**config.mk**
```make
export PLATFORM = sky130hd
export DESIGN_NAME = seq1010_frame_tx
export DESIGN_NICKNAME = d
export VERILOG_FILES = /design/src/rtl/seq1010_frame_tx.sv
export SDC_FILE = /design/constraint.sdc
export NUM_CORES = 1
export LEC_CHECK = 0
export BUFFER_PORTS_ARGS = -buffer_cell sky130_fd_sc_hd__buf_2
export CAP_MARGIN = 20
export CORE_MARGIN = 8
export CORE_UTILIZATION = 35
export CTS_BUF_LIST = sky130_fd_sc_hd__clkbuf_4
export DETAILED_ROUTE_END_ITERATION = 8
export GPL_TIMING_DRIVEN = 0
export HOLD_SLACK_MARGIN = 0.02
export PLACE_DENSITY_LB_ADDON = 0.05
export SLEW_MARGIN = 40
export SYNTH_ARGS = -nofsm -noshare
export SYNTH_HDL_FRONTEND = slang
export SYNTH_SLANG_ARGS = --single-unit
```
**constraint.sdc**
```tcl
create_clock -name clk -period 2 [get_ports clk]
set_input_delay 0.1 -clock clk [delete_from_list [all_inputs] [get_ports clk]]
set_output_delay 0.1 -clock clk [all_outputs]
set_load 0.01 [all_outputs]
```
**src/rtl/seq1010_frame_tx.sv**
```systemverilog
// Serial frame transmitter for the 1010 sync-word link.
// A frame is SYNC(1010), the payload MSB first with a stuffed '1' after every
// "101" run (when STUFF_EN), and a single '1' stop bit. The idle line is 1.
// The state register always describes the bit currently driven on sout.
// Handshake: a word is taken on the rising edge where tx_valid && tx_ready;
// tx_ready depends only on state, tx_data must be stable while tx_valid is
// high, and tx_valid while tx_ready=0 is simply held off (never dropped).
module seq1010_frame_tx #(
  parameter int DATA_W   = 8,
  parameter bit STUFF_EN = 1'b1
) (
  input  logic              clk,
  input  logic              rst,
  input  logic [DATA_W-1:0] tx_data,
  input  logic              tx_valid,
  output logic              tx_ready,
  output logic              sout,
  output logic              busy,
  output logic              stuff,
  output logic [2:0]        dbg_state
);

  localparam logic [3:0] SYNC_WORD = 4'b1010;
  localparam int         CNT_W     = $clog2(DATA_W + 1);

  typedef enum logic [2:0] {
    S_IDLE   = 3'd0,
    S_SYNC   = 3'd1,
    S_DATA   = 3'd2,
    S_STUFFB = 3'd3,
    S_STOP   = 3'd4
  } state_t;

  state_t            state_q, state_d;
  logic              sout_q, sout_d;
  logic              stuff_q, stuff_d;
  logic [DATA_W-1:0] shift_q, shift_d;
  logic [CNT_W-1:0]  cnt_q, cnt_d;
  logic [1:0]        sync_idx_q, sync_idx_d;
  logic [2:0]        hist_q, hist_d;

  logic       accept;
  logic       load;
  logic       place;
  logic [2:0] hist_base;
  logic [1:0] sync_nxt;

  assign tx_ready  = (state_q == S_IDLE) || (state_q == S_STOP);
  assign accept    = tx_valid && tx_ready;
  assign busy      = (state_q != S_IDLE);
  assign sout      = sout_q;
  assign stuff     = stuff_q;
  assign dbg_state = state_q;
  assign sync_nxt  = sync_idx_q - 2'd1;

  // Next-state and next-bit selection; load/place are shared actions.
  always_comb begin
    state_d    = state_q;
    sout_d     = 1'b1;
    stuff_d    = 1'b0;
    shift_d    = shift_q;
    cnt_d      = cnt_q;
    sync_idx_d = sync_idx_q;
    hist_d     = hist_q;
    load       = 1'b0;
    place      = 1'b0;
    hist_base  = hist_q;

    case (state_q)
      S_IDLE: begin
        if (accept) load = 1'b1;
      end
      S_SYNC: begin
        if (sync_idx_q == 2'd0) begin
          // Sync tail "010" seeds the history so stuffing sees across the boundary.
          hist_base = SYNC_WORD[2:0];
          place     = 1'b1;
          state_d   = S_DATA;
        end else begin
          sout_d     = SYNC_WORD[sync_nxt];
          sync_idx_d = sync_nxt;
        end
      end
      S_DATA: begin
        if (cnt_q == CNT_W'(DATA_W)) begin
          state_d = S_STOP;
        end else if (STUFF_EN && (hist_q == 3'b101)) begin
          stuff_d = 1'b1;
          hist_d  = 3'b011;
          state_d = S_STUFFB;
        end else begin
          place = 1'b1;
        end
      end
      S_STUFFB: begin
        place   = 1'b1;
        state_d = S_DATA;
      end
      S_STOP: begin
        if (accept) load = 1'b1;
        else        state_d = S_IDLE;
      end
      default: state_d = S_IDLE;
    endcase

    if (load) begin
      shift_d    = tx_data;
      cnt_d      = '0;
      sync_idx_d = 2'd3;
      hist_d     = 3'b000;
      sout_d     = SYNC_WORD[3];
      state_d    = S_SYNC;
    end

    if (place) begin
      sout_d  = shift_q[DATA_W-1];
      shift_d = shift_q << 1;
      cnt_d   = cnt_q + CNT_W'(1);
      hist_d  = {hist_base[1:0], shift_q[DATA_W-1]};
    end
  end

  // State and output registers with synchronous reset.
  always_ff @(posedge clk) begin
    if (rst) begin
      state_q    <= S_IDLE;
      sout_q     <= 1'b1;
      stuff_q    <= 1'b0;
      shift_q    <= '0;
      cnt_q      <= '0;
      sync_idx_q <= 2'd0;
      hist_q     <= 3'b000;
    end else begin
      state_q    <= state_d;
      sout_q     <= sout_d;
      stuff_q    <= stuff_d;
      shift_q    <= shift_d;
      cnt_q      <= cnt_d;
      sync_idx_q <= sync_idx_d;
      hist_q     <= hist_d;
    end
  end

endmodule

```
# Yosys cells after proc, flatten, opt, wreduce, memory -nomap -nowiden

Index checks and enable logic that the tools add are counted.

Add/subtract/negate cells: 2
$lt $le $gt $ge: 1
Equal/unequal tests: 15
Mux-type cells: 32
Bitwise gates (word level): 2
Reduce and logical (&&, ||, !) cells: 17

Operators with widths:

| kind                | count |
|---|---|
| $mux 3              | 8 |
| $mux 8              | 2 |
| $pmux 3 s5          | 1 |
| $mux 1              | 12 |
| $ne 3x3->1 const B  | 4 |
| $mux 2              | 5 |
| $reduce_bool 3->1   | 3 |
| $mux 4              | 2 |
| $ne 2x2->1 const B  | 4 |
| $reduce_and 4->1    | 2 |
| $eq 3x2->1 const B  | 2 |
| $eq 3x3->1 const B  | 2 |
| $reduce_or 2->1     | 3 |
| $add 4x1->4 const B | 1 |
| $eq 4x4->1 const B  | 1 |
| $ne 4x4->1 const B  | 1 |
| $reduce_bool 2->1   | 2 |
| $eq 3x1->1 const B  | 1 |
| $logic_not 3->1     | 1 |
| $lt 2x3->1 const B  | 1 |
| $pmux 1 s3          | 1 |
| $reduce_and 3->1    | 1 |
| $reduce_or 3->1     | 1 |
| $bmux 1 s2          | 1 |
| 6 further kinds     | 7 |

Flip-flop bits (word level): 22
Input bits: 11
Output and inout port bits: 7
Logic and storage cells: 78

# Longest topological paths before layout

Gate-level depths: netlist of the first run.

Word-level depth: 7
Depth in mapped cells: 7

# Least setup slack after synthesis of the first run

OpenSTA, ideal clock, no wires.

Path type: register -> register
Start point: reg cnt_q[0]
End point: reg hist_q[1]
Setup time: 0.070 ns
Arrival: 1.775 ns
Required time: 1.930 ns
Setup slack: 0.154 ns
Stages on the path, launching flop included: 7
Path buffers: 0
Period minus slack after synthesis: 1.846 ns
Path through: dfxtp_1 > inv_1 > ha_1 > and3b_1 > o31a_4 > or4b_1 > a21oi_1

Longest elaborated chain between the ends: 5
Elaborated cells between the ends (all ways): 8
Classes of those cells: eq/ne (2); mux (3); reduce/logical (3)

RTL lines:

| item                                                                    | RTL line | RTL |
|---|---|---|
| from (decl)                                                             | 38       | `logic [CNT_W-1:0] cnt_q, cnt_d;` |
| from (signal assigned)                                                  | 138      | `cnt_q <= cnt_d;` |
| $eq 4x4->1 *                                                            | 85       | `if (cnt_q == CNT_W'(DATA_W)) begin` |
| $mux 1                                                                  | 85       |  |
| $pmux 1 s3                                                              | 69       | `case (state_q)` |
| $ne 3x3->1 (no source line) / $reduce_bool 3->1 (equally long branches) | --       |  |
| $reduce_and 3->1 (no source line)                                       | --       |  |
| to (signal assigned)                                                    | 140      | `hist_q <= hist_d;` |
| to (decl)                                                               | 40       | `logic [2:0] hist_q, hist_d;` |

Every way passes the cells marked *; elsewhere a longest branch is shown, timed or not.
A chain may end at the register's enable or synchronous reset.

# Worst setup path after layout of the first run

Ends and elaborated chain as after synthesis.

==> impl_metrics.env, run 1 <==
export IMPL_cts_made_buffers=3
export IMPL_synthXorXnorAreaFrac=0.00813
export IMPL_top_layer_used="met4"
export IMPL_clk_pin_slew_worst_paths_ps=130
export IMPL_syn_area_um2=1080
export IMPL_synth_commonest_cells="dfxtp_1, nand2_1, nand3_1"
export IMPL_synth_top_area_frac=0.409
export IMPL_clkLatencyLatePin_ps=310
export IMPL_total_power_uw=1010
export IMPL_routed_via_density=5.69
export IMPL_gr_total_overflow=0
export IMPL_gp_congestion=0.774
export IMPL_cp_max_fo=5
export IMPL_finalCritPeriodShare=0.940
export IMPL_hold_viol=0
export IMPL_drv_cap=0
export IMPL_dpl_hpwl_um=2080
export IMPL_synth_seq_area_share=0.409
export IMPL_yosysWarningCount=0
export IMPL_async_flop_share=0
export IMPL_endpoint_kind="flop"
export IMPL_grt_pass1_vias=1070
export IMPL_synth_mux_area_frac=0
export IMPL_synth_top_family_by_area="simple AND/OR/NAND/NOR gates"
export IMPL_grt_max_degree=13
export IMPL_drt_initial_drc_count=40
export IMPL_nets=167
export IMPL_htreeDepth=1
export IMPL_arrival_ps=2130
export IMPL_rsz0062_at_grt="false"
export IMPL_postRouteAntennaNets=0
export IMPL_tightest_slew_ps=818
export IMPL_hold_class="primary input to flop"
export IMPL_startpoint_type="flop"
export IMPL_critPathRequiredTime_ps=2250
export IMPL_antennaDiodeCount=0
export IMPL_fin_skew_ps=9.29
export IMPL_synth_edff_count=0
export IMPL_ys_types=33
export IMPL_cts_max_path_buffers=2
export IMPL_syn_inst=129
export IMPL_cts_tree="built"
export IMPL_ios=18
export IMPL_synth_compound_area_share=0.236
export IMPL_synth_ff_latch_count=22
export IMPL_wl_met1_um=1470
export IMPL_num_vias=1053
export IMPL_slew_violations=0
export IMPL_worstSetupPathType="flop to flop"
export IMPL_ir_drop_v=0.000242
export IMPL_drc=0
export IMPL_routed_wl_met3_um=86
export IMPL_wl_met2_um=1330
export IMPL_core_area_um2=3000
export IMPL_yosysMostFrequentCell="dfxtp_1"
export IMPL_portBuffers=16
export IMPL_leakage_uw=0.000479
export IMPL_dieHeight_um=71.5
export IMPL_synth_fa_ha_area_frac=0.0348
export IMPL_syn_avg_cell_area_um2=8.35
export IMPL_drt_pass1_iterations=3
export IMPL_synth_main_ff_cell="dfxtp_1"
export IMPL_synth_net_count=143
export IMPL_finalSetupViolations=0
export IMPL_fin_tns_setup_ps=0
export IMPL_power_density_nw_per_um2=794
export IMPL_synthTopCellsByArea="dfxtp_1, nand2_1, a311oi_1, nand3_1, o211ai_1"
export IMPL_yosys_area_share_simple=0.258
export IMPL_layout_drive_gt1_share=0.217
export IMPL_status="completed"
export IMPL_globalRouteTotalUtil=0.120
export IMPL_areaGrowthSynthToFinish_pct=18.4
export IMPL_fmax_mhz=532
export IMPL_start_util=0.359
export IMPL_fp_dieW_um=71.5
export IMPL_cts_root_buf="clkbuf_4"
export IMPL_antenna_found_initial=0
export IMPL_avgRoutedWirePerCell_um=15.7
export IMPL_dieArea_um2=5110
export IMPL_cts_sinks=22
export IMPL_grt_pass1_wl_um=4950
export IMPL_drt_total_wl_um=2900
export IMPL_period_needed_ps=1880
export IMPL_slew_limit_headroom=0.447
export IMPL_yosys_area_top_type="dfxtp_1"
export IMPL_num_rows=20
==> registers in the layout, summed over array words and instances, names as in the netlist <==
register	count
shift_q	8
sout	1
hist_q	3
dbg_state	3
sync_idx_q	2
cnt_q	4
stuff	1
==> worst paths after layout <==
check	cells past startpoint	from	to	slack (ps)
worst max-delay path	6	cnt_q[0]$_SDFFE_PP0P_	hist_q[1]$_SDFFE_PP0P_	120
worst min-delay path	3	tx_data[0]	shift_q[0]$_SDFFE_PP0P_	70
worst min register to register	2	hist_q[2]$_SDFFE_PP0P_	hist_q[2]$_SDFFE_PP0P_	480
worst max register to register	6	cnt_q[0]$_SDFFE_PP0P_	hist_q[1]$_SDFFE_PP0P_	120
==> per-stage QoR <==
| step | setup WS (ps) | utilization | hold WS [ps] | instance area [µm²] | instances |
|---|---|---|---|---|---|
| after floorplan | 154 | - | 201 | 1080 | 129 |
| after global placement | -139 | 0.399 | 328 | 1200 | 178 |
| after detailed placement | -145 | 0.399 | 335 | 1200 | 178 |
| after CTS | 5.76 | 0.415 | 66.2 | 1250 | 183 |
| after global routing | 32.8 | 0.425 | 59.4 | 1270 | 185 |
| final | 120 | 0.425 | 71.5 | 1270 | 185 |
==> per-layer routing <==
metal  vias up  track usage
met1       514        0.150
li1        521            -
met2        16        0.197
met4         0       0.0408
met3         2       0.0251
met5         -            0
==> cell type report <==
type                            instances  area, µm²
Fill cell                             340       1730
Clock inverter                          1       3.75
Inverter                                6       22.5
Timing Repair Buffer                   19        105
Buffer                                  9       36.3
Sequential cell                        22        443
Clock buffer                            3       22.5
Multi-Input combinational cell         92        601
Tap cell                               33       41.3
==> cell usage in the layout, fill, tap and decap left out, drive strengths merged <==
cell type,instances
o211ai,7
nor4,1
nand2b,2
and2,1
a41o,1
inv,6
nand4,1
dlygate4sd3,1
dfxtp,22
a21oi,10
nand2,17
or4b,1
nor3,8
a211o,1
and4,1
nand3b,1
xnor2,1
o21ai,2
o31a,1
a311oi,7
a221oi,1
clkbuf,11
ha,3
buf,19
nor2b,2
nor4b,1
or2,1
clkinv,1
nor2,3
o31ai,2
and3b,2
a211oi,2
nand3,12
==> cell families after synthesis <==
family,after synthesis
adders and majority gates,3
DFF,22
xor gates and xnor gates,1
AOI/OAI and AO/OA,34
and+or+nand+nor,54
buffers and inverters,15
==> where the power goes <==
group / internal (µW) / leakage (µW) / switching, µW
Clock: 72.8 / 0.0000154 / 138
Combinational: 114 / 0.000283 / 169
Sequential: 489 / 0.000181 / 30.6
==> timing repair <==
| item | CTS | global route |
|---|---|---|
| setup endpoints to repair | 9 | 10 |
| pin swaps | 0 | 2 |
| buffers inserted | 0 | 2 |
| hold buffers | 1 | 0 |
| hold endpoints to repair | 1 | 0 |
| gates resized for setup | 4 | 5 |
==> worst max-delay path, cell delays in order (launching register included) <==
cell and delay (ps):
dfxtp_2 360, inv_1 60, ha_2 190, and3b_2 230
o31a_4 310, or4b_1 520, a21oi_2 140
Note: power is estimated with default switching activity, not from simulation.
==> run 2, diff against run 1 <==
--- a/config.mk
+++ b/config.mk
@@ -11,7 +11,6 @@
 export CORE_UTILIZATION = 35
 export CTS_BUF_LIST = sky130_fd_sc_hd__clkbuf_4
 export DETAILED_ROUTE_END_ITERATION = 8
-export GPL_TIMING_DRIVEN = 0
 export HOLD_SLACK_MARGIN = 0.02
 export PLACE_DENSITY_LB_ADDON = 0.05
 export SLEW_MARGIN = 40
==> run 2 against run 1 <==
Against the previous run: sequential power up 1%; setup slack worse by 3.5 ps; routed wire length down 6.2%; power up 13%; sequential cell count unchanged; critical path depth unchanged; clock skew up 6.6 ps; first-iteration DRC count up 55%; final cell count down 1.6%; clock power up 66%; core utilization up 0.21 points; register-to-register slack about the same; critical path type unchanged; largest cell class unchanged; largest power group unchanged.
==> impl_metrics.env, run 2 (synthesis results as in run 1) <==
export IMPL_clk_pin_slew_worst_paths_ps=140
export IMPL_wl_met1_um=1410
export IMPL_leakage_uw=0.000504
export IMPL_gp_congestion=0.797
export IMPL_finalCritPeriodShare=0.942
export IMPL_fin_skew_ps=15.9
export IMPL_status="completed"
export IMPL_grt_pass1_vias=1050
export IMPL_drt_pass1_iterations=4
export IMPL_crit_buf_inv=1
export IMPL_dieArea_um2=5110
export IMPL_final_area_um2=1280
export IMPL_cts_setup_buffers=0
export IMPL_critPathSlowestCell="or4b_1"
export IMPL_areaGrowthSynthToFinish_pct=18.9
export IMPL_arrival_ps=2150
export IMPL_crit_chain="inv_1 > ha_1 > and3b_1 > o31a_4 > or4b_1 > a21oi_1"
export IMPL_drv_cap=0
export IMPL_antennaDiodeCount=0
export IMPL_fp_dieW_um=71.5
export IMPL_cts_made_buffers=3
export IMPL_drc=0
export IMPL_path_delay_family="simple AND/OR/NAND/NOR gates"
export IMPL_rsz0062_at_grt="false"
export IMPL_power_density_nw_per_um2=891
export IMPL_place_inst=178
export IMPL_finalSetupViolations=0
export IMPL_tightest_slew_ps=599
export IMPL_slew_violations=0
export IMPL_hold_buffers=0
export IMPL_clkLatencyLatePin_ps=320
export IMPL_antenna_found_initial=0
export IMPL_routed_wl_met3_um=128
export IMPL_routed_via_density=5.51
export IMPL_hold_class="primary input to flop"
export IMPL_htreeDepth=1
export IMPL_cts_tree="built"
export IMPL_dieHeight_um=71.5
export IMPL_layout_drive_gt1_share=0.221
export IMPL_worstSetupPathType="flop to flop"
export IMPL_avgRoutedWirePerCell_um=14.9
export IMPL_drt_initial_drc_count=62
export IMPL_cts_resized=0
export IMPL_cp_max_fo=4
export IMPL_gr_total_overflow=0
export IMPL_final_common_cell="dfxtp_1"
export IMPL_worst_slack_ps=117
export IMPL_pre_cts_ws_ps=108
export IMPL_fin_tns_setup_ps=0
export IMPL_ir_drop_v=0.000396
export IMPL_period_needed_ps=1880
export IMPL_reg_top3="shift_q x8, cnt_q x4"
export IMPL_portBuffers=17
export IMPL_dpl_hpwl_um=1910
export IMPL_core_area_um2=3000
export IMPL_top_layer_used="met4"
export IMPL_postRouteAntennaNets=0
export IMPL_startpoint_type="flop"
export IMPL_ios=18
export IMPL_start_util=0.359
export IMPL_num_rows=20
export IMPL_largest_reg_flops=8
export IMPL_drt_total_wl_um=2720
export IMPL_slew_limit_headroom=0.600
export IMPL_endpoint_kind="flop"
export IMPL_largest_register="shift_q"
export IMPL_globalRouteTotalUtil=0.110
export IMPL_total_power_uw=1140
export IMPL_hold_viol=0
export IMPL_cts_sinks=22
export IMPL_wl_met2_um=1160
export IMPL_critPathRequiredTime_ps=2260
export IMPL_grt_pass1_wl_um=4660
export IMPL_crit_path_max_incr_delay_ps=490
export IMPL_nets=164
export IMPL_placed_cell_area_um2=1230
export IMPL_num_vias=1003
export IMPL_fmax_mhz=531
export IMPL_cts_max_path_buffers=2
export IMPL_cts_root_buf="clkbuf_4"
export IMPL_grt_max_degree=23
export IMPL_final_cell_mix="dfxtp_1, nand2_1, buf_2"
export IMPL_final_cells=182
==> run 2: cell type report <==
cell class / count / area [µm²]
fill: 324 / 1720
multi-input combinational: 92 / 578
clock inverter: 1 / 30.0
sequential: 22 / 442
clock buffer: 3 / 22.5
tap: 33 / 41.3
timing repair buffer: 25 / 145
inverter: 6 / 22.5
==> run 2: metal layers <==
metal | vias to the layer above | global-route usage
met5 | - | 0
met4 | 0 | 0.0499
met3 | 2 | 0.0237
met2 | 23 | 0.168
met1 | 464 | 0.144
li1 | 514 | -
==> run 2: power breakdown <==
part	internal, µW	switching (µW)
Sequential	489	36.0
Combinational	115	153
Clock	203	147
==> run 2: final timing paths <==
check,start,to,slack (ps),cells past startpoint
setup reg to reg,cnt_q[1]$_SDFFE_PP0P_,hist_q[1]$_SDFFE_PP0P_,120,6
hold reg to reg,hist_q[2]$_SDFFE_PP0P_,hist_q[2]$_SDFFE_PP0P_,480,2
hold / removal,tx_data[0],shift_q[0]$_SDFFE_PP0P_,40,3
setup / recovery,cnt_q[1]$_SDFFE_PP0P_,hist_q[1]$_SDFFE_PP0P_,120,6
==> run 2: stage by stage <==
step	hold WS (ps)	util
after floorplan	201	-
after global placement	391	0.409
after detailed placement	382	0.409
after CTS	34.3	0.426
after global routing	39.1	0.427
final	40.7	0.427
==> run 2: worst min-delay path, cell delays in order <==
cell      delay, ps
buf_2           100
nand3_1          60
a221oi_1         70
==> run 3, diff against run 2 <==
--- a/config.mk
+++ b/config.mk
@@ -8,7 +8,7 @@
 export BUFFER_PORTS_ARGS = -buffer_cell sky130_fd_sc_hd__buf_2
 export CAP_MARGIN = 20
 export CORE_MARGIN = 8
-export CORE_UTILIZATION = 35
+export CORE_UTILIZATION = 30
 export CTS_BUF_LIST = sky130_fd_sc_hd__clkbuf_4
 export DETAILED_ROUTE_END_ITERATION = 8
 export HOLD_SLACK_MARGIN = 0.02
==> run 3 against run 2 <==
Against the previous run: routed wire length rose by 6.5%; register-to-register slack gained 30 ps; final cell count grew 6.6%; critical path depth unchanged; design area fell by 0.29%; worst hold slack improved by 23 ps; clock power shrank 38%; non-clock buffer count down 1; clock skew down 7.5 ps; die area is 13% higher; power fell by 10%; sequential cell count unchanged; critical endpoint unchanged.
==> impl_metrics.env, run 3 (synthesis results as in run 1) <==
export IMPL_holdWs_ps=63.5
export IMPL_largest_register="shift_q"
export IMPL_dieArea_um2=5760
export IMPL_core_area_um2=3390
export IMPL_r2r_start="cnt_q[0]$_SDFFE_PP0P_"
export IMPL_grt_pass1_wl_um=4970
export IMPL_avgRoutedWirePerCell_um=14.9
export IMPL_hold_viol=0
export IMPL_crit_chain="inv_1 > ha_1 > and3b_1 > o31a_4 > or4b_1 > a21oi_1"
export IMPL_routed_via_density=5.25
export IMPL_nets=163
export IMPL_rsz0062_at_grt="false"
export IMPL_final_cell_mix="dfxtp_1, nand2_1, buf_2"
export IMPL_num_rows=21
export IMPL_grt_max_degree=23
export IMPL_htreeDepth=1
export IMPL_gr_total_overflow=0
export IMPL_num_vias=1018
export IMPL_cts_tree="built"
export IMPL_postRouteAntennaNets=0
export IMPL_drt_pass1_iterations=4
export IMPL_whs_endpoint="shift_q[0]$_SDFFE_PP0P_"
export IMPL_reg_top3="shift_q x8, cnt_q x4"
export IMPL_grt_pass1_vias=1049
export IMPL_arrival_ps=2110
export IMPL_drt_initial_drc_count=60
export IMPL_startpoint_type="flop"
export IMPL_period_needed_ps=1850
export IMPL_cts_made_buffers=3
export IMPL_cp_max_fo=9
export IMPL_power_switching_uw=337
export IMPL_leakage_uw=0.000494
export IMPL_cts_max_path_buffers=2
export IMPL_cts_sinks=22
export IMPL_clk_pin_slew_worst_paths_ps=130
export IMPL_dpl_hpwl_um=2020
export IMPL_layout_drive_gt1_share=0.216
export IMPL_power_density_nw_per_um2=801
export IMPL_rr_worst_depth=6
export IMPL_hold_class="primary input to flop"
export IMPL_fp_dieW_um=75.9
export IMPL_slew_limit_headroom=0.594
export IMPL_globalRouteTotalUtil=0.0996
export IMPL_fin_skew_ps=8.35
export IMPL_power_frac_seq=0.513
export IMPL_dieHeight_um=75.9
export IMPL_status="completed"
export IMPL_pwr_share_clk=0.210
export IMPL_slew_violations=0
export IMPL_drt_total_wl_um=2900
export IMPL_endpoint_kind="flop"
export IMPL_crit_path_max_incr_delay_ps=510
export IMPL_sw_frac_of_total=0.329
export IMPL_largest_reg_flops=8
export IMPL_finalSetupViolations=0
export IMPL_r2r_end="hist_q[1]$_SDFFE_PP0P_"
export IMPL_fmax_mhz=540
export IMPL_cts_root_buf="clkbuf_4"
export IMPL_final_common_cell="dfxtp_1"
export IMPL_hp_start="tx_data[0]"
export IMPL_tightest_slew_ps=607
export IMPL_finalCritPeriodShare=0.927
export IMPL_gp_congestion=0.720
export IMPL_clkLatencyLatePin_ps=310
export IMPL_path_delay_family="simple AND/OR/NAND/NOR gates"
export IMPL_pwr_share_comb=0.278
export IMPL_critPathRequiredTime_ps=2260
export IMPL_whs_path_depth=3
export IMPL_ir_drop_v=0.000370
export IMPL_crit_buf_inv=1
export IMPL_drc=0
export IMPL_antennaDiodeCount=0
export IMPL_drv_cap=0
export IMPL_ios=18
export IMPL_power_internal_uw=686
export IMPL_worstSetupPathType="flop to flop"
export IMPL_n_fill_cell=374
export IMPL_regToRegSetupSlack_ps=150
export IMPL_start_util=0.318
export IMPL_critPathSlowestCell="or4b_1"
export IMPL_areaGrowthSynthToFinish_pct=18.6
export IMPL_antenna_found_initial=0
export IMPL_portBuffers=17
export IMPL_fin_tns_setup_ps=0
==> run 3: power by group through the flow <==
stage                     Sequential [µW]  Clock [µW]  Combinational, µW
after floorplan                       525           0                179
final                                 524         215                284
after global routing                  530         245                314
after global placement                533           0                278
after CTS                             524         222                283
after detailed placement              534           0                280
==> run 3: final cells by class <==
type                            count  area, µm²  area share
Clock buffer                        3       22.5      0.0176
Clock inverter                      1       3.75     0.00294
Inverter                            6       22.5      0.0176
Multi-Input combinational cell     92        578       0.452
Sequential cell                    22        443       0.347
Tap cell                           46       57.6      0.0451
Timing Repair Buffer               24        150       0.118
==> run 3: how the worst max path moves through the flow <==
stage	slack, ps	cells after the start	start	to
after floorplan	150	6	cnt_q[0]$_SDFFE_PP0P_	hist_q[1]$_SDFFE_PP0P_
after global placement	90	6	cnt_q[0]$_SDFFE_PP0P_	hist_q[1]$_SDFFE_PP0P_
after detailed placement	40	6	cnt_q[0]$_SDFFE_PP0P_	hist_q[1]$_SDFFE_PP0P_
after CTS	10	6	cnt_q[0]$_SDFFE_PP0P_	hist_q[1]$_SDFFE_PP0P_
after global routing	40	6	cnt_q[0]$_SDFFE_PP0P_	hist_q[1]$_SDFFE_PP0P_
final	150	6	cnt_q[0]$_SDFFE_PP0P_	hist_q[1]$_SDFFE_PP0P_
==> run 3: layer usage <==
| layer | vias to the layer above | routed length, µm | track usage |
|---|---|---|---|
| met5 | - | 0 | 0 |
| met2 | 11 | 1330 | 0.172 |
| met3 | 2 | 113 | 0.0307 |
| met1 | 492 | 1430 | 0.118 |
| li1 | 513 | - | - |
| met4 | 0 | 20 | 0.0176 |
==> run 3: what timing repair did <==
item	4_1_cts	5_1_grt
hold buffers	0	0
endpoints found under the setup margin	0	1
buffers inserted	0	1
resized for setup	0	2
==> run 3: metrics by stage <==
step | total power [µW] | setup WS, ps | util | cell area [µm²] | std cells
CTS | 1030 | 11.6 | 0.374 | 1270 | 193
floorplan | 704 | 154 | - | 1080 | 129
global route | 1090 | 40.0 | 0.377 | 1280 | 194
detailed placement | 814 | 36.8 | 0.366 | 1240 | 189
global placement | 810 | 93.9 | 0.366 | 1240 | 189
finish | 1020 | 147 | 0.377 | 1280 | 194
==> run 3: worst min-delay path, cell delays in order <==
cell and delay [ps]:
buf_2 100, nand3_1 60, a221oi_1 70
